<file path="src/rtl/data_access_unit_pkg.sv">
// Shared definitions for the data access unit: FSM encoding and bit positions
// within the one-hot {lb,lbu,lh,lhu,lw,lwl,lwr,swl,swr} extension-type vector.
package data_access_unit_pkg;

    typedef enum logic [1:0] {
        IDLE = 2'd0,
        REQ  = 2'd1,
        WAIT = 2'd2,
        DONE = 2'd3
    } state_t;

    localparam int EXT_LB  = 8;
    localparam int EXT_LBU = 7;
    localparam int EXT_LH  = 6;
    localparam int EXT_LHU = 5;
    localparam int EXT_LW  = 4;
    localparam int EXT_LWL = 3;
    localparam int EXT_LWR = 2;
    localparam int EXT_SWL = 1;
    localparam int EXT_SWR = 0;

endpackage

</file>
<file path="src/rtl/data_access_unit_load_data_align.sv">
// Combinational load extraction: byte/half selection with extension, and the
// lwl/lwr merge of the read word into the old rt value.
module load_data_align
    import data_access_unit_pkg::*;
(
    input  logic [8:0]  ext_type,
    input  logic [1:0]  off,
    input  logic [31:0] rdata,
    input  logic [31:0] rt_old,
    output logic [31:0] result
);

    logic [4:0]  sh_off;
    logic [4:0]  sh_left;
    logic [5:0]  sh_keep;
    logic [31:0] rshift;
    logic [7:0]  byte_v;
    logic [15:0] half_v;

    assign sh_off  = {off, 3'b000};
    assign sh_left = {~off, 3'b000};
    // 6 bits so that off=3 shifts the keep-mask fully out (rt_old replaced)
    assign sh_keep = {1'b0, sh_off} + 6'd8;
    assign rshift  = rdata >> sh_off;
    assign byte_v  = rshift[7:0];
    assign half_v  = off[1] ? rdata[31:16] : rdata[15:0];

    always_comb begin
        result = '0;
        if (ext_type[EXT_LB])
            result = {{24{byte_v[7]}}, byte_v};
        else if (ext_type[EXT_LBU])
            result = {24'd0, byte_v};
        else if (ext_type[EXT_LH])
            result = {{16{half_v[15]}}, half_v};
        else if (ext_type[EXT_LHU])
            result = {16'd0, half_v};
        else if (ext_type[EXT_LW])
            result = rdata;
        else if (ext_type[EXT_LWL])
            result = (rdata << sh_left) | (rt_old & (32'hFFFF_FFFF >> sh_keep));
        else if (ext_type[EXT_LWR])
            result = rshift | (rt_old & ~(32'hFFFF_FFFF >> sh_off));
        else if (ext_type[EXT_SWL] | ext_type[EXT_SWR])
            result = '0;
    end

endmodule

</file>
<file path="src/rtl/data_access_unit.sv">
// Memory-stage data bus master: one transaction per load/store, with
// split address/data handshake, flush handling and load result formatting.
module data_access_unit
    import data_access_unit_pkg::*;
#(
    parameter int ADDR_W = 32
) (
    input  logic              clk,
    input  logic              reset,
    input  logic              m_valid,
    input  logic [8:0]        m_ext_type,
    input  logic [3:0]        m_wen,
    input  logic              m_load,
    input  logic [ADDR_W-1:0] m_addr,
    input  logic [31:0]       m_wdata,
    input  logic [31:0]       m_rt_old,
    input  logic              m_flush,
    output logic              stall,
    output logic              data_req,
    output logic              data_wr,
    output logic [3:0]        data_be,
    output logic [ADDR_W-1:0] data_addr,
    output logic [31:0]       data_wdata,
    input  logic              data_addr_ok,
    input  logic              data_data_ok,
    input  logic [31:0]       data_rdata,
    output logic              rf_valid,
    output logic [31:0]       rf_wdata
);

    state_t      state, state_nxt;
    logic        accept, capture, set_flush, flushed;
    logic        is_load;
    logic [8:0]  ext_q;
    logic [1:0]  off_q;
    logic [31:0] rt_old_q, rdata_q, align_res, placed;

    assign accept = m_valid & (m_load | (|m_wen)) & ~m_flush;
    assign placed = m_ext_type[EXT_SWL] ? (m_wdata >> {~m_addr[1:0], 3'b000})
                                        : (m_wdata << {m_addr[1:0], 3'b000});

    always_comb begin
        state_nxt = state;
        stall     = 1'b0;
        data_req  = 1'b0;
        rf_valid  = 1'b0;
        capture   = 1'b0;
        set_flush = 1'b0;
        unique case (state)
            IDLE: if (accept) begin
                stall     = 1'b1;
                state_nxt = REQ;
            end
            REQ: begin
                stall    = 1'b1;
                data_req = 1'b1;
                if (data_addr_ok) begin
                    // once the bus owns the request it must be drained
                    set_flush = m_flush;
                    capture   = data_data_ok;
                    state_nxt = data_data_ok ? DONE : WAIT;
                end else if (m_flush) begin
                    state_nxt = IDLE;
                end
            end
            WAIT: begin
                stall     = 1'b1;
                set_flush = m_flush;
                if (data_data_ok) begin
                    capture   = 1'b1;
                    state_nxt = DONE;
                end
            end
            DONE: begin
                rf_valid  = is_load & ~flushed;
                state_nxt = IDLE;
            end
            default: state_nxt = IDLE;
        endcase
        if (reset) begin
            stall    = 1'b0;
            data_req = 1'b0;
            rf_valid = 1'b0;
        end
    end

    always_ff @(posedge clk or posedge reset) begin
        if (reset) begin
            state      <= IDLE;
            flushed    <= 1'b0;
            is_load    <= 1'b0;
            ext_q      <= '0;
            off_q      <= '0;
            rt_old_q   <= '0;
            rdata_q    <= '0;
            data_wr    <= 1'b0;
            data_be    <= '0;
            data_addr  <= '0;
            data_wdata <= '0;
        end else begin
            state <= state_nxt;
            if (state == IDLE && accept) begin
                flushed    <= 1'b0;
                is_load    <= m_load;
                ext_q      <= m_ext_type;
                off_q      <= m_addr[1:0];
                rt_old_q   <= m_rt_old;
                data_wr    <= ~m_load;
                data_be    <= m_load ? 4'b1111 : m_wen;
                data_addr  <= {m_addr[ADDR_W-1:2], 2'b00};
                data_wdata <= placed;
            end
            if (set_flush)
                flushed <= 1'b1;
            if (capture)
                rdata_q <= data_rdata;
        end
    end

    load_data_align u_align (
        .ext_type (ext_q),
        .off      (off_q),
        .rdata    (rdata_q),
        .rt_old   (rt_old_q),
        .result   (align_res)
    );

    assign rf_wdata = rf_valid ? align_res : 32'd0;

endmodule

</file>
<file path="config.mk">
export PLATFORM = sky130hd
export DESIGN_NAME = data_access_unit
export DESIGN_NICKNAME = d
export VERILOG_FILES = /design/src/rtl/data_access_unit_pkg.sv /design/src/rtl/data_access_unit_load_data_align.sv /design/src/rtl/data_access_unit.sv
export SDC_FILE = /design/constraint.sdc
export NUM_CORES = 1
export LEC_CHECK = 0
export ABC_CLOCK_PERIOD_IN_PS = 14800
export BUFFER_PORTS_ARGS = -buffer_cell sky130_fd_sc_hd__buf_2
export CELL_PAD_IN_SITES_DETAIL_PLACEMENT = 0
export CELL_PAD_IN_SITES_GLOBAL_PLACEMENT = 1
export CORE_ASPECT_RATIO = 1.75
export CORE_MARGIN = 4
export CORE_UTILIZATION = 40
export DETAILED_ROUTE_END_ITERATION = 12
export GPL_ROUTABILITY_DRIVEN = 0
export GPL_TIMING_DRIVEN = 0
export PLACE_DENSITY_LB_ADDON = 0.1
export SLEW_MARGIN = 20
export SYNTH_ARGS = -nofsm -noshare
export SYNTH_HDL_FRONTEND = slang
export SYNTH_SLANG_ARGS = --single-unit
</file>
<file path="constraint.sdc">
create_clock -name clk -period 14.8 [get_ports clk]
set_input_delay 4.44 -clock clk [delete_from_list [all_inputs] [get_ports clk]]
set_output_delay 4.44 -clock clk [all_outputs]
set_load 0.005 [all_outputs]
</file>
==> impl_metrics.csv, run 1 <==
group,metric,value,unit
floorplan,ios,252,
grt,grt_pass1_wl,47700,um
power_and_ir_drop,pwr-share-comb,44.7,%
grt,overflow,0,
grt,grt_pass1_vias,8103,
power_and_ir_drop,p_clk_share,19.8,%
power_and_ir_drop,power,2.24,mW
floorplan,die_h,200,um
worst_setup_path,critPathCaptureType,"output port",
grt,grt_max_degree,75,
worst_setup_path,crit_fanout,74,
routing,dr.pass1.iters,6,
synthesis,synth_cells,790,
synthesis,synth.largest_area_cell,"dfrtp_1",
timing,tightest_slew,0.755,ns
floorplan,dieArea,23600,um2
placement,hpwl,24500,um
power_and_ir_drop,seq_power_share,35.4,%
worst_setup_path,cp_slowest_cell,"nand4_1",
synthesis,async_reset_ff_share,100,%
finish,drive_above_1_share,42.0,%
worst_setup_path,crit_type,"in -> out",
hold_path,worst_hold_path_type,"reg -> reg",
clocking,tritoncts,"done",
floorplan,core-area,20800,um2
synthesis,synth-edff-count,0,
routing,wl,31000,um
power_and_ir_drop,power_leakage,5.13,nW
clocking,h-tree-depth,4,
synthesis,synth_flop_cell,"dfrtp_1",
timing,slew_headroom,49.5,%
worst_setup_path,worst_setup_path_start_kind,"primary input",
clocking,cts_root_buffer,"clkbuf_16",
timing,whs,0.476,ns
clocking,cts_resized,0,
timing,finClkSkew,0.00527,ns
timing,fin_crit,11.65,ns
clocking,ctsLongestPathBuffers,2,
finish,nFillCells,2049,
timing,setup_violations,0,
finish,layout_common_cells,"buf_2 (254), dfrtp_1 (144), mux2_2 (130), mux2i_1 (77), nand2_1 (57)",
synthesis,ys_ff_latch,144,
routing,antenna_left,0,
synthesis,synth_area,8450,um2
routing,vias,7605,
placement,dp_slack,3.19,ns
clocking,cts.sinks,144,
timing,fin_crit_sh,78.7,%
grt,track_usage,26.3,%
clocking,clk_pin_slew_worst_paths,0.06,ns
synthesis,synth_sequential_area_ratio,42.6,%
synthesis,avgSynthCellArea,10.7,um2
floorplan,initial_core_util,40.5,%
worst_setup_path,max_stage_delay,0.58,ns
routing,drc_errors,0,
worst_setup_path,required,10.36,ns
routing,routedWlPerCell,23.4,um
floorplan,die_width,118,um
synthesis,synth.area.top_cells,"dfrtp_1 (43%), mux2_2 (17%), mux2i_1 (9.1%), a22oi_1 (2.8%), o21ai_0 (2.7%)",
timing,finalMaxSlewViolations,0,
clocking,cts_buffers,17,
worst_setup_path,path_common_cell,"buf_2",
timing,timing.fmax,85.9,MHz
clocking,clock_latency,0.43,ns
routing,routed_via_density,5.74,
power_and_ir_drop,peakVddDrop,94.3,uV
timing,setup_ws,3.15,ns
synthesis,yosys_warnings,0,
finish,syn_to_final_growth,26.1,%
clocking,post_cts_buffers,0,
routing,first_iter_violations,540,
timing,hold_violations,0,
power_and_ir_drop,p_int,1.33,mW
power_and_ir_drop,p_sw_share,40.4,%
finish,final_common_cell,"buf_2",
job,cap_violations,0,
finish,nets,1210,
grt,antenna_found_initial,7,
worst_setup_path,path_cells,"buf_2, inv_8, nand4_1, inv_1, o21a_1, o21ai_0, buf_4, o31ai_1, buf_2",
outcome,status,"complete, no violations",
power_and_ir_drop,p_sw,904,uW
synthesis,synth.distinct_cells,52,
power_and_ir_drop,p_per_area,210,nW/um2
timing,rsz0062_at_grt,"no",
worst_setup_path,cp.arrival,7.21,ns
placement,port_buffers,245,
clocking,ctsHoldBuffers,0,
floorplan,rows,70,
synthesis,synth_top_area_share,42.6,%
-- cells in the mapped netlist, drive strengths merged, types with 3 or more instances --
library cell    n
o21ai          50
nand2          57
mux2i          77
a31oi          16
a21oi          44
nor2b          15
ha              6
nor3           10
a211oi          5
a222oi          7
o31a            9
buf            34
inv             9
nand3          11
o32ai           5
clkbuf         31
nor2           31
or2             3
a221oi          5
a221o           3
nand2b          8
mux2          130
o211ai          9
a22oi          31
mux4            3
o211a           8
o2bb2ai         3
o31ai           6
dfrtp         144
-- registers in the layout, summed over array words and instances (netlist names), named ones only --
| signal | flops |
|---|---|
| state | 1 |
| data_be | 4 |
| ext_q | 7 |
| is_load | 1 |
| data_wr | 1 |
| data_addr | 30 |
| rdata_q | 32 |
| rt_old_q | 32 |
| off_q | 2 |
| data_wdata | 32 |
| flushed | 1 |
-- metal layers --
| layer | track usage, % | vias up | share of wire [%] |
|---|---|---|---|
| met5 | 0 | - | 0.068 |
| met4 | 13.6 | 4 | 5.3 |
| met3 | 5.54 | 93 | 5.3 |
| met2 | 51.5 | 320 | 57 |
| met1 | 25.3 | 3705 | 33 |
| li1 | - | 3483 | - |
-- final timing paths --
| path | start | end | slack, ns | depth (start not counted) |
|---|---|---|---|---|
| min reg2reg | data_wr | data_wr | 0.48 | 2 |
| min | data_wr | data_wr | 0.48 | 2 |
| max | reset | rf_wdata[23] | 3.15 | 9 |
| max reg2reg | flop | rdata_q[0] | 12.13 | 6 |
| max in group asynchronous | reset | ext_q[2] | 9.94 | 3 |
| min in group asynchronous | reset | is_load | 4.11 | 2 |
-- metrics by stage --
step                util (%)  cell area (um2)  instances  TNS [ns]
floorplan                  -             8450        791         0
global placement        48.0            10000       1288    -57.53
detailed placement      48.1            10000       1289         0
CTS                     51.0            10600       1320         0
global route            51.1            10700       1324         0
finish                  51.1            10700       1325         0
-- power by group through the flow --
| stage | Clock (mW) | Combinational [mW] | Sequential, mW |
|---|---|---|---|
| 3_5_place_dp | 0 | 0.995 | 0.789 |
| 3_3_place_gp | 0 | 0.985 | 0.784 |
| 5_1_grt | 0.468 | 1.09 | 0.811 |
| 6_report | 0.444 | 1.00 | 0.794 |
| 4_1_cts | 0.454 | 0.999 | 0.785 |
| 2_1_floorplan | 0 | 0.669 | 0.716 |
-- kinds of logic after synthesis --
group,share of synthesized area [%]
AOI/OAI and AO/OA,16.7
adders and majority gates,0.888
buffers and inverters,4.63
DFF,42.6
muxes,27.2
other,0.0444
and+or+nand+nor,7.89
-- area by class of cell --
class	count	area [um2]	area share (%)
Antenna cell	5	12.5	0.117
Buffer	65	350	3.29
Clock buffer	19	443	4.16
Clock inverter	12	159	1.49
Inverter	11	48.8	0.458
Multi-Input combinational cell	571	4470	41.9
Sequential cell	144	3600	33.8
Tap cell	252	315	2.96
Timing Repair Buffer	246	1250	11.8
-- critical path, delay by kind of cell --
| family | cells | cell delay [ns] |
|---|---|---|
| and+or+nand+nor | 1 | 0.58 |
| buffers and inverters | 5 | 1.29 |
| AOI/OAI and AO/OA | 3 | 0.88 |
(Power assumes the default switching activity.)
==> run 2: changes to the inputs <==
--- a/config.mk
+++ b/config.mk
@@ -5,13 +5,14 @@
 export SDC_FILE = /design/constraint.sdc
 export NUM_CORES = 1
 export LEC_CHECK = 0
-export ABC_CLOCK_PERIOD_IN_PS = 14800
+export ABC_AREA = 1
+export ABC_CLOCK_PERIOD_IN_PS = 10950
 export BUFFER_PORTS_ARGS = -buffer_cell sky130_fd_sc_hd__buf_2
 export CELL_PAD_IN_SITES_DETAIL_PLACEMENT = 0
 export CELL_PAD_IN_SITES_GLOBAL_PLACEMENT = 1
 export CORE_ASPECT_RATIO = 1.75
 export CORE_MARGIN = 4
-export CORE_UTILIZATION = 40
+export CORE_UTILIZATION = 37
 export DETAILED_ROUTE_END_ITERATION = 12
 export GPL_ROUTABILITY_DRIVEN = 0
 export GPL_TIMING_DRIVEN = 0
==> constraint.sdc (replaced) <==
create_clock -name clk -period 10.95 [get_ports clk]
set_input_delay 3.285 -clock clk [delete_from_list [all_inputs] [get_ports clk]]
set_output_delay 3.285 -clock clk [all_outputs]
set_load 0.005 [all_outputs]
==> impl_metrics.csv, run 2 <==
group,metric,value,unit
power_and_ir_drop,power_leakage,6.31,nW
synthesis,synth-edff-count,0,
timing,hold_violations,0,
floorplan,die_h,216,um
power_and_ir_drop,power,3.48,mW
power_and_ir_drop,peakVddDrop,147,uV
synthesis,yosys_warnings,0,
power_and_ir_drop,p_clk_share,17.1,%
synthesis,synth_sequential_area_ratio,39.3,%
power_and_ir_drop,p_sw_share,49.3,%
grt,overflow,0,
synthesis,synth.area.top_cells,"dfrtp_1 (39%), nand2_1 (23%), o21ai_0 (6.2%), a21oi_1 (5.8%), nand3_1 (4.7%)",
synthesis,synth_area,9170,um2
routing,dr.pass1.iters,5,
timing,fin_crit,8.02,ns
finish,layout_common_cells,"nand2_1 (567), buf_2 (286), dfrtp_1 (144), o21ai_0 (114), a21oi_1 (106)",
timing,timing.fmax,125,MHz
placement,port_buffers,246,
clocking,clock_latency,0.44,ns
clocking,ctsLongestPathBuffers,2,
worst_setup_path,crit_type,"in -> out",
power_and_ir_drop,p_int,1.76,mW
worst_setup_path,critPathCaptureType,"output port",
floorplan,dieArea,27500,um2
timing,finalMaxSlewViolations,0,
floorplan,rows,76,
timing,setup_ws,2.93,ns
synthesis,synthTopCellsByCount,"nand2_1 (567), dfrtp_1 (144), o21ai_0 (114)",
grt,track_usage,28.8,%
hold_path,worst_hold_path_type,"reg -> reg",
job,cap_violations,0,
grt,grt_pass1_vias,10300,
routing,routedWlPerCell,20.0,um
floorplan,core-area,24500,um2
synthesis,synth.distinct_cells,42,
timing,fin_crit_sh,73.3,%
floorplan,initial_core_util,37.4,%
clocking,tritoncts,"done",
grt,antenna_found_initial,9,
clocking,cts.sinks,144,
worst_setup_path,path_cells,"buf_2, nor3_4, o21ai_4, buf_4, a21oi_2, buf_2",
grt,grt_max_degree,97,
synthesis,synth_cells,1376,
power_and_ir_drop,seq_power_share,28.7,%
synthesis,synth.largest_area_cell,"dfrtp_1",
timing,rsz0062_at_grt,"no",
clocking,post_cts_buffers,0,
worst_setup_path,cp.arrival,4.74,ns
clocking,clk_pin_slew_worst_paths,0.06,ns
placement,place_inst,1936,
routing,wl,39500,um
worst_setup_path,r2r_slack,8.87,ns
power_and_ir_drop,p_sw,1.72,mW
hold_path,hold_path_depth,2,
finish,nets,1797,
floorplan,ios,252,
worst_setup_path,path_common_cell,"buf_2",
synthesis,avgSynthCellArea,6.66,um2
finish,drive_above_1_share,22.0,%
placement,dp_slack,2.91,ns
timing,tightest_slew,0.711,ns
routing,routed_via_density,5.18,
routing,vias,10200,
grt,grt_pass1_wl,59700,um
routing,first_iter_violations,654,
synthesis,synth_top_area_share,39.3,%
power_and_ir_drop,p_per_area,305,nW/um2
clocking,cts_root_buffer,"clkbuf_16",
worst_setup_path,reg2regPathDepth,9,
synthesis,synth_flop_cell,"dfrtp_1",
routing,drc_errors,0,
timing,slew_headroom,52.6,%
clocking,cts_resized,0,
worst_setup_path,cp_slowest_cell,"nor3_4",
finish,final_common_cell,"nand2_1",
clocking,h-tree-depth,4,
power_and_ir_drop,pwr-share-comb,54.2,%
worst_setup_path,worst_setup_path_start_kind,"primary input",
finish,reg_top3,"data_wdata x32, rdata_q x32, rt_old_q x32",
clocking,cts_buffers,17,
synthesis,yosysMostFrequentCell,"nand2_1",
worst_setup_path,max_stage_delay,0.58,ns
timing,finClkSkew,0.00850,ns
synthesis,async_reset_ff_share,100,%
finish,finalNonFillerCells,1974,
worst_setup_path,crit_fanout,10,
clocking,ctsHoldBuffers,0,
outcome,status,"complete, no violations",
synthesis,ys_ff_latch,144,
timing,setup_violations,0,
routing,antenna_left,0,
finish,syn_to_final_growth,24.6,%
worst_setup_path,required,7.67,ns
floorplan,die_width,127,um
placement,hpwl,31000,um
[run 2: cell families after synthesis]
family,count (synthesis),share of synthesized area [%]
other,1,0.0409
AO/OA/AOI/OAI,274,16.3
buffers and inverters,192,9.84
adder cells (fa/ha/maj),6,0.819
multiplexers,9,0.996
AND/OR/NAND/NOR,750,32.7
flip-flops,144,39.3
[run 2: metrics by stage]
stage	TNS, ns	area [um2]	util [%]	hold slack [ns]
after floorplan	0	9170	-	0.450
after global placement	-1.03	10800	44.0	0.459
after detailed placement	0	10800	44.1	0.460
after CTS	0	11400	46.5	0.478
after global routing	0	11400	46.5	0.497
final	0	11400	46.6	0.474
[run 2: worst paths after layout]
path	end	startpoint
worst min register to register	data_addr[5]	data_addr[5]
worst max register to register	rdata_q[20]	flop
min in group asynchronous	data_be[1]	reset
max in group asynchronous	data_wdata[8]	reset
worst max-delay path	rf_wdata[13]	reset
worst min-delay path	data_addr[5]	data_addr[5]
[run 2: metal layers]
metal | track usage (%) | vias up | share of wire (%)
met5 | 0 | - | 0.099
met4 | 19.7 | 6 | 7.9
met3 | 6.93 | 127 | 6.6
met2 | 51.3 | 416 | 52
met1 | 29.1 | 4723 | 34
li1 | - | 4944 | -
[run 2: final cells by class]
class | count | area [um2]
Antenna cell | 6 | 15.0
Buffer | 86 | 503
Clock buffer | 18 | 429
Clock inverter | 14 | 151
Fill cell | 2717 | 13100
Inverter | 106 | 407
Multi-Input combinational cell | 1041 | 4670
Sequential cell | 144 | 3600
Tap cell | 312 | 390
Timing Repair Buffer | 247 | 1260
[run 2: critical path: cells and delay by family]
family	cells	cell delay, ns
AO/OA/AOI/OAI	2	0.34
AND/OR/NAND/NOR	1	0.58
buffers and inverters	3	0.53
[run 2: power by group through the flow]
stage / clock, mW / sequential, mW / combinational, mW
2_1_floorplan: 0 / 0.938 / 1.19
3_3_place_gp: 0 / 0.994 / 1.85
3_5_place_dp: 0 / 0.994 / 1.86
4_1_cts: 0.607 / 0.992 / 1.87
5_1_grt: 0.631 / 1.02 / 2.10
6_report: 0.596 / 0.999 / 1.89
==> run 3: changes to the inputs <==
--- a/config.mk
+++ b/config.mk
@@ -6,13 +6,13 @@
 export NUM_CORES = 1
 export LEC_CHECK = 0
 export ABC_AREA = 1
-export ABC_CLOCK_PERIOD_IN_PS = 10950
+export ABC_CLOCK_PERIOD_IN_PS = 6600
 export BUFFER_PORTS_ARGS = -buffer_cell sky130_fd_sc_hd__buf_2
 export CELL_PAD_IN_SITES_DETAIL_PLACEMENT = 0
 export CELL_PAD_IN_SITES_GLOBAL_PLACEMENT = 1
 export CORE_ASPECT_RATIO = 1.75
 export CORE_MARGIN = 4
-export CORE_UTILIZATION = 37
+export CORE_UTILIZATION = 33
 export DETAILED_ROUTE_END_ITERATION = 12
 export GPL_ROUTABILITY_DRIVEN = 0
 export GPL_TIMING_DRIVEN = 0
==> constraint.sdc (replaced) <==
create_clock -name clk -period 6.6 [get_ports clk]
set_input_delay 1.98 -clock clk [delete_from_list [all_inputs] [get_ports clk]]
set_output_delay 1.98 -clock clk [all_outputs]
set_load 0.005 [all_outputs]
==> impl_metrics.csv, run 3 (synthesis results as in run 2) <==
group,metric,value,unit
worst_setup_path,worst_setup_path_start_kind,"primary input",
floorplan,rows,80,
clocking,clk_pin_slew_worst_paths,0.06,ns
timing,slew_headroom,42.6,%
grt,grt_pass1_vias,10400,
power_and_ir_drop,peakVddDrop,209,uV
finish,final_common_cell,"nand2_1",
floorplan,die_h,228,um
timing,whs,0.473,ns
worst_setup_path,crit_type,"in -> out",
routing,vias,10300,
power_and_ir_drop,pwr-share-comb,54.7,%
power_and_ir_drop,seq_power_share,28.5,%
finish,reg_top3,"data_wdata x32, rdata_q x32, rt_old_q x32",
grt,grt_pass1_wl,61100,um
routing,drc_errors,0,
worst_setup_path,path_cells,"buf_2, nor2_1, nand4_1, nand3_1, inv_2, buf_2, o21ai_0, nor2_1, buf_2",
hold_path,worst_hold_path_type,"reg -> reg",
job,cap_violations,0,
routing,dr.pass1.iters,7,
outcome,status,"complete, no violations",
timing,finClkSkew,0.0101,ns
clocking,post_cts_buffers,0,
worst_setup_path,r2r_slack,4.44,ns
hold_path,worstHoldEndpoint,"data_addr[14]",
power_and_ir_drop,p_int,2.90,mW
finish,nets,1801,
timing,timing.fmax,187,MHz
floorplan,ios,252,
worst_setup_path,max_stage_delay,0.25,ns
worst_setup_path,critPathCaptureType,"output port",
timing,fin_crit_sh,81.2,%
timing,finalMaxSlewViolations,0,
clocking,tritoncts,"done",
routing,wl,40500,um
power_and_ir_drop,p_sw,2.87,mW
worst_setup_path,reg2regPathDepth,9,
finish,layout_common_cells,"nand2_1 (567), buf_2 (286), dfrtp_1 (144), o21ai_0 (114), a21oi_1 (106)",
timing,rsz0062_at_grt,"no",
clocking,cts_resized,0,
placement,dp_slack,1.19,ns
routing,routed_via_density,5.06,
hold_path,hold_start,"data_addr[14]",
worst_setup_path,timing.rr.end,"rdata_q[10]",
worst_setup_path,crit_fanout,10,
grt,track_usage,26.4,%
timing,setup_ws,1.24,ns
power_and_ir_drop,p_per_area,500,nW/um2
timing,tightest_slew,0.853,ns
power_and_ir_drop,p_sw_share,49.7,%
grt,grt_max_degree,33,
worst_setup_path,cpLargestDelayFamily,"simple AND/OR/NAND/NOR gates",
finish,nFillCells,3054,
floorplan,die_width,134,um
floorplan,initial_core_util,33.5,%
worst_setup_path,cp.arrival,3.38,ns
placement,hpwl,32200,um
floorplan,dieArea,30600,um2
routing,first_iter_violations,719,
clocking,cts.sinks,144,
worst_setup_path,required,4.62,ns
finish,final_cell_area,11500,um2
worst_setup_path,cp.buffers_inverters,4,
finish,drive_above_1_share,22.2,%
grt,overflow,0,
placement,placed_cell_area,11000,um2
placement,port_buffers,246,
floorplan,core-area,27300,um2
timing,setup_violations,0,
clocking,clock_latency,0.45,ns
worst_setup_path,path_common_cell,"buf_2",
worst_setup_path,cp_slowest_cell,"nor2_1",
routing,antenna_left,0,
timing,hold_violations,0,
grt,antenna_found_initial,8,
clocking,ctsHoldBuffers,0,
hold_path,hold_path_depth,2,
power_and_ir_drop,p_clk_share,16.8,%
clocking,h-tree-depth,4,
routing,routedWlPerCell,20.0,um
timing,fin_crit,5.36,ns
power_and_ir_drop,power_leakage,6.33,nW
clocking,cts_buffers,17,
clocking,cts_root_buffer,"clkbuf_16",
power_and_ir_drop,power,5.77,mW
clocking,ctsLongestPathBuffers,2,
finish,syn_to_final_growth,25.9,%
run 3: area by class of cell:
type / instances / area (um2) / share of cell area [%]
antenna: 2 / 5.00 / 0.0434
buffer: 86 / 503 / 4.36
clock buffer: 18 / 439 / 3.81
clock inverter: 13 / 126 / 1.10
inverter: 106 / 403 / 3.49
multi-input combinational: 1041 / 4670 / 40.4
sequential: 144 / 3600 / 31.2
tap: 369 / 462 / 4.00
timing repair buffer: 251 / 1330 / 11.5
run 3: power by group through the flow:
stage               logic (mW)  clock network, mW  registers (mW)
floorplan                 1.97                  0            1.56
global placement          3.10                  0            1.64
detailed placement        3.11                  0            1.64
CTS                       3.12              0.994            1.64
global route              3.47               1.03            1.69
finish                    3.16              0.969            1.64
run 3: routing by layer:
metal	vias up	global-route usage [%]	routed length [um]	share of wire [%]
met5	-	0	67	0.17
met4	10	17.2	2930	7.2
met3	129	5.68	2480	6.1
met2	430	48.0	21100	52
met1	4761	26.8	14000	34
li1	4950	-	-	-
run 3: worst reg2reg max path, delay by kind of cell, from the launching register on:
kind	cells	cell delay, ns
buf+inv	3	0.53
flops	1	0.41
fa+ha+maj	1	0.22
simple gates	4	0.78
compound gates	1	0.13
run 3: worst max path at each step:
stage | start | to | slack, ns | cells after the start
after floorplan | reset | stall | 0.28 | 3
after global placement | reset | stall | -1.15 | 5
after detailed placement | m_load | stall | 1.19 | 9
after CTS | m_load | stall | 1.19 | 9
after global routing | m_load | stall | 1.09 | 9
final | m_load | stall | 1.24 | 9
run 3: stage by stage:
step,cells,utilization [%],TNS (ns)
after floorplan,1377,-,0
after global placement,1992,39.8,-1.15
after detailed placement,1997,40.1,0
after CTS,2028,42.2,0
after global routing,2029,42.2,0
final,2030,42.2,0
